===== config.mk =====
export PLATFORM = sky130hd
export DESIGN_NAME = ifetch_ctrl
export DESIGN_NICKNAME = d
export VERILOG_FILES = /design/src/rtl/ifetch_ctrl_pkg.sv /design/src/rtl/ifetch_ctrl_fetch_buf.sv /design/src/rtl/ifetch_ctrl.sv
export SDC_FILE = /design/constraint.sdc
export NUM_CORES = 1
export LEC_CHECK = 0
export CAP_MARGIN = 0
export CORE_MARGIN = 2
export CORE_UTILIZATION = 58
export CTS_BUF_LIST = sky130_fd_sc_hd__clkbuf_4 sky130_fd_sc_hd__clkbuf_8
export CTS_CLUSTER_SIZE = 25
export DETAILED_ROUTE_END_ITERATION = 16
export MAX_ROUTING_LAYER = met4
export PLACE_DENSITY_LB_ADDON = 0.25
export SLEW_MARGIN = 10
export SYNTH_ARGS = -nofsm -noshare
export SYNTH_HDL_FRONTEND = slang
export SYNTH_SLANG_ARGS = --single-unit

===== constraint.sdc =====
create_clock -name clk -period 18.95 [get_ports clk]
set_clock_uncertainty 0.1 [all_clocks]
set_input_delay 3.79 -clock clk [delete_from_list [all_inputs] [get_ports clk]]
set_output_delay 3.79 -clock clk [all_outputs]
set_load 0.02 [all_outputs]

===== src/rtl/ifetch_ctrl_pkg.sv =====
// Shared defaults and credit helper for the fetch sequencer and its response queue.
package ifetch_ctrl_pkg;

  localparam int unsigned ADDR_DEF     = 32;
  localparam int unsigned INST_DEF     = 32;
  localparam int unsigned RESET_PC_DEF = 0;
  localparam int unsigned QDEPTH       = 2;
  localparam int unsigned CNT_W        = 2;

  // A new read may issue only if queued + in-flight entries, less this cycle's pop, leave a free slot.
  function automatic logic has_credit(input logic [CNT_W-1:0] count, input logic inflight,
                                      input logic pop);
    return (3'(count) + 3'(inflight)) < (3'(QDEPTH) + 3'(pop));
  endfunction

endpackage


===== src/rtl/ifetch_ctrl_fetch_buf.sv =====
// Two-entry FIFO of {pc, inst} fetch responses with synchronous flush.
module fetch_buf
  import ifetch_ctrl_pkg::*;
#(
  parameter int unsigned W = 64
) (
  input  logic             clk,
  input  logic             rst,
  input  logic             push_i,
  input  logic             pop_i,
  input  logic             flush_i,
  input  logic [W-1:0]     data_i,
  output logic [W-1:0]     head_o,
  output logic [CNT_W-1:0] count_o
);

  logic [W-1:0]     mem_q [QDEPTH];
  logic             rd_ptr_q;
  logic             wr_ptr_q;
  logic [CNT_W-1:0] count_q;
  logic             do_push_c;
  logic             do_pop_c;

  always_comb begin
    do_push_c = push_i & ~flush_i;
    do_pop_c  = pop_i & ~flush_i & (count_q != '0);
  end

  always_ff @(posedge clk) begin
    if (!rst) begin
      for (int i = 0; i < QDEPTH; i++) mem_q[i] <= '0;
      rd_ptr_q <= 1'b0;
      wr_ptr_q <= 1'b0;
      count_q  <= '0;
    end else if (flush_i) begin
      rd_ptr_q <= 1'b0;
      wr_ptr_q <= 1'b0;
      count_q  <= '0;
    end else begin
      assert (!(do_push_c && !do_pop_c && count_q == CNT_W'(QDEPTH)))
        else $error("fetch_buf overflow");
      if (do_push_c) begin
        mem_q[wr_ptr_q] <= data_i;
        wr_ptr_q        <= ~wr_ptr_q;
      end
      if (do_pop_c) rd_ptr_q <= ~rd_ptr_q;
      count_q <= count_q + CNT_W'(do_push_c) - CNT_W'(do_pop_c);
    end
  end

  assign head_o  = mem_q[rd_ptr_q];
  assign count_o = count_q;

endmodule


===== src/rtl/ifetch_ctrl.sv =====
// Fetch-stage sequencer: owns the PC, issues 1-cycle-latency imem reads, queues responses for decode.
module ifetch_ctrl
  import ifetch_ctrl_pkg::*;
#(
  parameter int unsigned ADDR     = ADDR_DEF,
  parameter int unsigned INST     = INST_DEF,
  parameter int unsigned RESET_PC = RESET_PC_DEF
) (
  input  logic            clk,
  input  logic            rst,
  input  logic            v_i,
  input  logic            stall_i,
  input  logic            branch_i,
  input  logic [ADDR-1:0] baddr_i,
  output logic            imem_re_o,
  output logic [ADDR-1:0] imem_addr_o,
  input  logic [INST-1:0] imem_data_i,
  output logic            v_o,
  output logic [INST-1:0] inst_o,
  output logic [ADDR-1:0] pc_o
);

  logic [ADDR-1:0]      pc_q, pc_d;
  logic [ADDR-1:0]      req_addr_q, req_addr_d;
  logic                 inflight_q, inflight_d;
  logic [CNT_W-1:0]     count;
  logic [ADDR+INST-1:0] head;
  logic                 pop_c;
  logic                 issue_c;
  logic                 redirect_c;
  logic                 push_c;

  // Redirects bypass credit because the queue and any older response are discarded this edge.
  always_comb begin
    pop_c       = v_o & ~stall_i;
    issue_c     = rst & v_i & has_credit(count, inflight_q, pop_c);
    redirect_c  = rst & v_i & branch_i;
    imem_addr_o = branch_i ? baddr_i : pc_q;
    imem_re_o   = issue_c | redirect_c;
    push_c      = rst & inflight_q & ~branch_i;
  end

  always_comb begin
    pc_d       = pc_q;
    req_addr_d = req_addr_q;
    inflight_d = imem_re_o;
    if (imem_re_o) begin
      pc_d       = imem_addr_o + ADDR'(1);
      req_addr_d = imem_addr_o;
    end else if (branch_i) begin
      pc_d = baddr_i;
    end
  end

  always_ff @(posedge clk) begin
    if (!rst) begin
      pc_q       <= ADDR'(RESET_PC);
      req_addr_q <= '0;
      inflight_q <= 1'b0;
    end else begin
      pc_q       <= pc_d;
      req_addr_q <= req_addr_d;
      inflight_q <= inflight_d;
    end
  end

  fetch_buf #(
    .W(ADDR + INST)
  ) u_buf (
    .clk     (clk),
    .rst     (rst),
    .push_i  (push_c),
    .pop_i   (pop_c & ~branch_i),
    .flush_i (branch_i),
    .data_i  ({req_addr_q, imem_data_i}),
    .head_o  (head),
    .count_o (count)
  );

  assign v_o    = (count != '0);
  assign inst_o = head[INST-1:0];
  assign pc_o   = head[ADDR+INST-1:INST];

endmodule


# ---- After elaboration in Yosys (flattened, before gate mapping)
# Memory sizes are Yosys's and may differ from the RTL's. A register that Yosys moved wholly into a read port is not among the register bits.
# Index checks and enable logic that the tools add are counted.
dict set report totals {
  ram_bits 128
  word_cells 44
  inputBits 69
  memories 1
  register_bits 69
}
dict set report classes {
  n_mux 12
  magnitude_cmp 1
  bitwise_logic 16
  reduce_logical 3
  n_addsub 5
}
# name depth word_bits read_ports rd_clocked_by_memory_dff write_ports line
set mem_list {}
lappend mem_list {u_buf.mem_q 2 64 1 1 2 ifetch_ctrl_fetch_buf.sv:17} ;# logic [W-1:0] mem_q [QDEPTH];
# cell count
set ops {}
lappend ops {{$mux W32} 2}
lappend ops {{$mux W64} 1}
lappend ops {{$reduce_or A64 Y1} 1}
lappend ops {{$add A32 B1 Y32 const B} 1}
lappend ops {{$and A1 B1 Y1} 10}
lappend ops {{$mux W1} 9}
lappend ops {{$not A1 Y1} 5}
lappend ops {{$add A2 B1 Y3} 1}
lappend ops {{$add A2 B1 Y3 const A} 1}
lappend ops {{$lt A3 B3 Y1} 1}
lappend ops {{$add A2 B1 Y2} 1}
lappend ops {{$reduce_bool A2 Y1} 1}
lappend ops {{$reduce_or A2 Y1} 1}
lappend ops {{$sub A2 B1 Y2} 1}
lappend ops {{$or A1 B1 Y1} 1}

# ---- Logic depth before layout (Yosys ltp)
dict set report logic_depth {
  word_depth 9
  mapped_depth 13
  mapped_depth_nobuf 8
}

# ---- By module
# A second synthesis with hierarchy kept.
dict set report unflattened {
  hier_cells 862
  hier_area_um2 9320.2
}
# module instances cells_per_inst area_per_inst_um2 seq_area_each_um2
set by_module_without_submodules {}
lappend by_module_without_submodules {fetch_buf 1 447 5815.6 3943.8}
lappend by_module_without_submodules {ifetch_ctrl 1 415 3504.6 1301.2}

# ---- Worst setup path before layout
# No wires, ideal clock.
dict set report synth_timing {
  path_type {input-to-reg}
  from {input rst}
  to {memory u_buf.mem_q[0][0], enable pin}
  setup_slack_ps 9366
  n_path_buf 1
  required_time_ps 18276
  t_arrival_ps 8909
  path_stages 5
  path_cell_list {clkbuf_1 > inv_1 > nor2_1 > nand2_1 > o21ai_0}
}
# item line
set synth_rtl {}
lappend synth_rtl {{start, declared} ifetch_ctrl.sv:10} ;# input logic rst,
lappend synth_rtl {{end, declared} ifetch_ctrl_fetch_buf.sv:17}

# ---- Final worst setup path
dict set report layout_timing {
  from {input rst}
  to {output imem_re_o}
}
dict set report layout_between {
  elab_chain_len 3
}
# item line
set layout_rtl {}
lappend layout_rtl {{$and A1 B1 Y1 *} {ifetch_ctrl.sv:36, ifetch_ctrl.sv:37}}
lappend layout_rtl {{$and A1 B1 Y1, on equally long branches} {ifetch_ctrl.sv:36, ifetch_ctrl.sv:37}}
lappend layout_rtl {{$or A1 B1 Y1 *} ifetch_ctrl.sv:39} ;# imem_re_o = issue_c | redirect_c;
lappend layout_rtl {{end, declared} ifetch_ctrl.sv:15} ;# output logic imem_re_o,
# Mark *: on every way between the ends. The rest lies on a longest branch, timed or not.

==> key figures <==
Run status
  • Status: finished clean

GRT
  • First-pass GRT wire length: 30,900 µm
  • Initial antenna violation count: 0
  • Routing usage on met1: 32.2%
  • Vias in the first global route: 6,157
  • Total gr overflow: 0
  • Largest net degree at the start of global routing: 66
  • Most used routing layer: met2
  • Total GRT Usage: 24.8%
  • Routing usage on met2: 39.8%
  • Grt met3 use: 5.55%

Yosys
  • Synth cell types: 54
  • Largest family of logic cells by synthesized area: simple AND/OR/NAND/NOR gates
  • Syn Area/Cell: 11.9 µm²
  • XOR/XNOR share of the synthesized area: 1.17%
  • Post-synthesis adder-cell area fraction: 0.699%
  • Top cell type's share of synthesized area: 43.0%
  • Top_reg_cell synth: edfxtp_1
  • Mux contribution to synthesized area: 11.6%
  • Post-Syn Instances: 754
  • Synth Area in Compound Gates: 6.71%
  • EDFF count, synth: 128
  • Post-synthesis sequential area ratio: 58.6%
  • Dominant cell type by area after synthesis: edfxtp_1
  • Area contributors post-synth: edfxtp_1 43%, dfxtp_1 16%, mux2_2 9.9%, and2_1 9.1%, a21oi_1 2.9%
  • Synth Register Bits: 198
  • Post-synth net total: 828
  • Ys async rst share: 0%
  • Yosys warning total: 0
  • Netlist Area Pre-Place: 8940 µm²
  • Simple-gate area share of the yosys netlist: 18.0%

Route
  • DRC viols: 0
  • Vias post-DR: 6,310
  • Final ANT Viol Nets: 0
  • Post-DR wirelength/cell: 17.8 µm
  • Average via count per standard cell: 5.72
  • First-pass DRT Iterations: 7
  • DRT Wirelength: 19,600 µm
  • Initial DRC count: 487

STA
  • Total negative slack: 0 ns
  • Hold Violations, Final: 0
  • Slew HR: 28.5%
  • Slew Limit Fails: 0
  • Max Clk Rate: 91.1 MHz
  • Measured slew at the worst slew-check pin: 1.07 ns
  • Tcrit/Tclk final: 57.9%
  • Setup-failing EPs final: 0
  • Final min period: 10.98 ns
  • RSZ-0062 raised after global routing: false

Job
  • Max-cap viol count: 0

Die
  • Die Wd: 128 µm
  • Initial Util: 59.1%
  • Row count: 45
  • Die ar.: 16,400 µm²
  • Core footprint: 15,100 µm²
  • Ports: 167
  • Die H: 128 µm

CTS
  • Clk buf depth: 2
  • Clock sinks: 198
  • Worst-skew pair later-pin latency: 0.46 ns
  • H-tree levels: 4
  • Post-CTS Hold Buffers: 0
  • CTS root buf: clkbuf_8
  • Cts repair resizes: 0
  • Worst-path clk slew: 0.10 ns
  • Num CTS Buffers: 17
  • Setup Buffers After CTS: 0
  • CTS tree: done

Place
  • Number of buffers added on ports: 166
  • Inst Count DP: 1,070
  • Placer Congestion: 0.913
  • DP HPWL: 13,000 µm

Setup path
  • Worst r2r src: inflight_q
  • Slowest CP cell: o22a_1
  • Worst R2R Path Depth: 9
  • Worst-path cell chain: clkdlybuf4s50_1 -> buf_4 -> nand4bb_1 -> o22a_1 -> clkinv_1 -> buf_4 -> clkdlybuf4s50_1
  • Worst EP arrival: 7.09 ns
  • CP startpoint kind: input port
  • Required time of the critical path: 15.06 ns
  • Critical path class: in -> out
  • Reg2reg end: pc_q[23]
  • CP Capture Type: output port
  • Crit Path Max Fanout: 48
  • Slowest stage delay, CP: 0.79 ns
  • FF-to-FF setup slack: 15.32 ns

Finish
  • Share of layout cells above drive strength 1: 14.9%
  • Final net count: 976
  • Fill cells: 1,010
  • Final cell count without fillers: 1,103
  • Commonest non-fill, non-tap cell in the layout: clkdlybuf4s50_1
  • Commonest non-fill, non-tap cells in the layout: 165 x clkdlybuf4s50_1, 130 x and2_1, 128 x edfxtp_1
  • Antenna cells: 0
  • Layout area overhead: 24.3%

Power and ir drop
  • Pwr/cell area: 77.5 nW/µm²
  • Leakage power: 4.28 nW
  • VDD IR-drop max: 0.0398 mV

Worst hold path
  • Critical hold path startpoint: u_buf.rd_ptr_q
  • Hold Path Depth: 2
  • Worst min path class: reg -> reg
worst max-delay path by stage:
stage	cells after the start	end	from	slack, ns
6_report	7	imem_re_o	rst	7.97
2_1_floorplan	5	u_buf.mem_q[0][0]	rst	9.37
3_5_place_dp	7	imem_re_o	rst	8.01
5_1_grt	7	imem_re_o	rst	7.71
4_1_cts	7	imem_re_o	rst	7.99
3_3_place_gp	7	imem_re_o	rst	8.13
cells by family after synthesis:
group           count (synthesis)
xor+xnor                       12
mux                            94
compound gates                 94
flops                         198
fa+ha+maj                       5
simple gates                  283
buf+inv                        68
sequential cells by signal, summed over array words and instances, names as in the netlist, named ones only:
name            cells
req_addr_q         32
u_buf.mem_q       128
inflight_q          1
u_buf.wr_ptr_q      1
pc_q               32
u_buf.count_o       2
u_buf.rd_ptr_q      1
Yosys cell counts, types with 2 or more instances:
cell type    n
a21oi_1     52
buf_2        3
and2_1     130
o21ai_0     10
inv_1       23
a31oi_1      2
nand4_1      8
mux2i_1     15
buf_6        3
nand3_1     14
nand3b_1     2
or3_1        4
buf_1        2
and3_1       3
o31ai_1      8
mux2_2      79
or4_1        7
or2_2        2
nand4b_1     3
nand3b_4     2
a211oi_1     5
nor2_1      54
nand2_1     23
nor3b_1      2
xnor2_1      9
ha_1         5
nand2b_1     4
nor3_1      19
edfxtp_1   128
xor2_1       3
o21a_1       2
clkbuf_1    35
o2111ai_1    2
dfxtp_1     70
a22oi_2      2
metrics by stage:
step	utilization, %	hold slack, ns	power [mW]	instance area [µm²]	setup slack, ns
floorplan	-	0.350	0.564	8940	9.37
global placement	70.8	0.360	0.616	10700	8.13
detailed placement	70.8	0.380	0.620	10700	8.01
CTS	73.2	0.399	0.866	11100	7.99
global route	73.4	0.417	0.893	11100	7.71
finish	73.4	0.407	0.862	11100	7.97
report_power, final:
group	switching, mW	internal [mW]
clock	0.151	0.100
sequential	0.0108	0.482
combinational	0.0633	0.0554
total	0.225	0.637
final cells by class:
class / instances / area, µm² / share of cell area (%)
Timing Repair Buffer: 173 / 1730 / 15.6
Inverter: 24 / 90.1 / 0.810
Tap cell: 188 / 235 / 2.12
Clock buffer: 19 / 255 / 2.30
Clock inverter: 13 / 114 / 1.02
Sequential cell: 198 / 5250 / 47.2
Multi-Input combinational cell: 488 / 3450 / 31.0
per-layer routing:
layer,vias up,wire length [µm]
li1,2986,-
met1,3080,8540
met2,230,9630
met3,14,1270
met4,0,199
met5,-,0
critical path: cells and delay by family:
kind                   cells  cell delay, ns
buffers and inverters      5            2.35
AOI/OAI and AO/OA          1            0.79
and+or+nand+nor            1            0.14
Note: power is estimated with default switching activity, not from simulation.
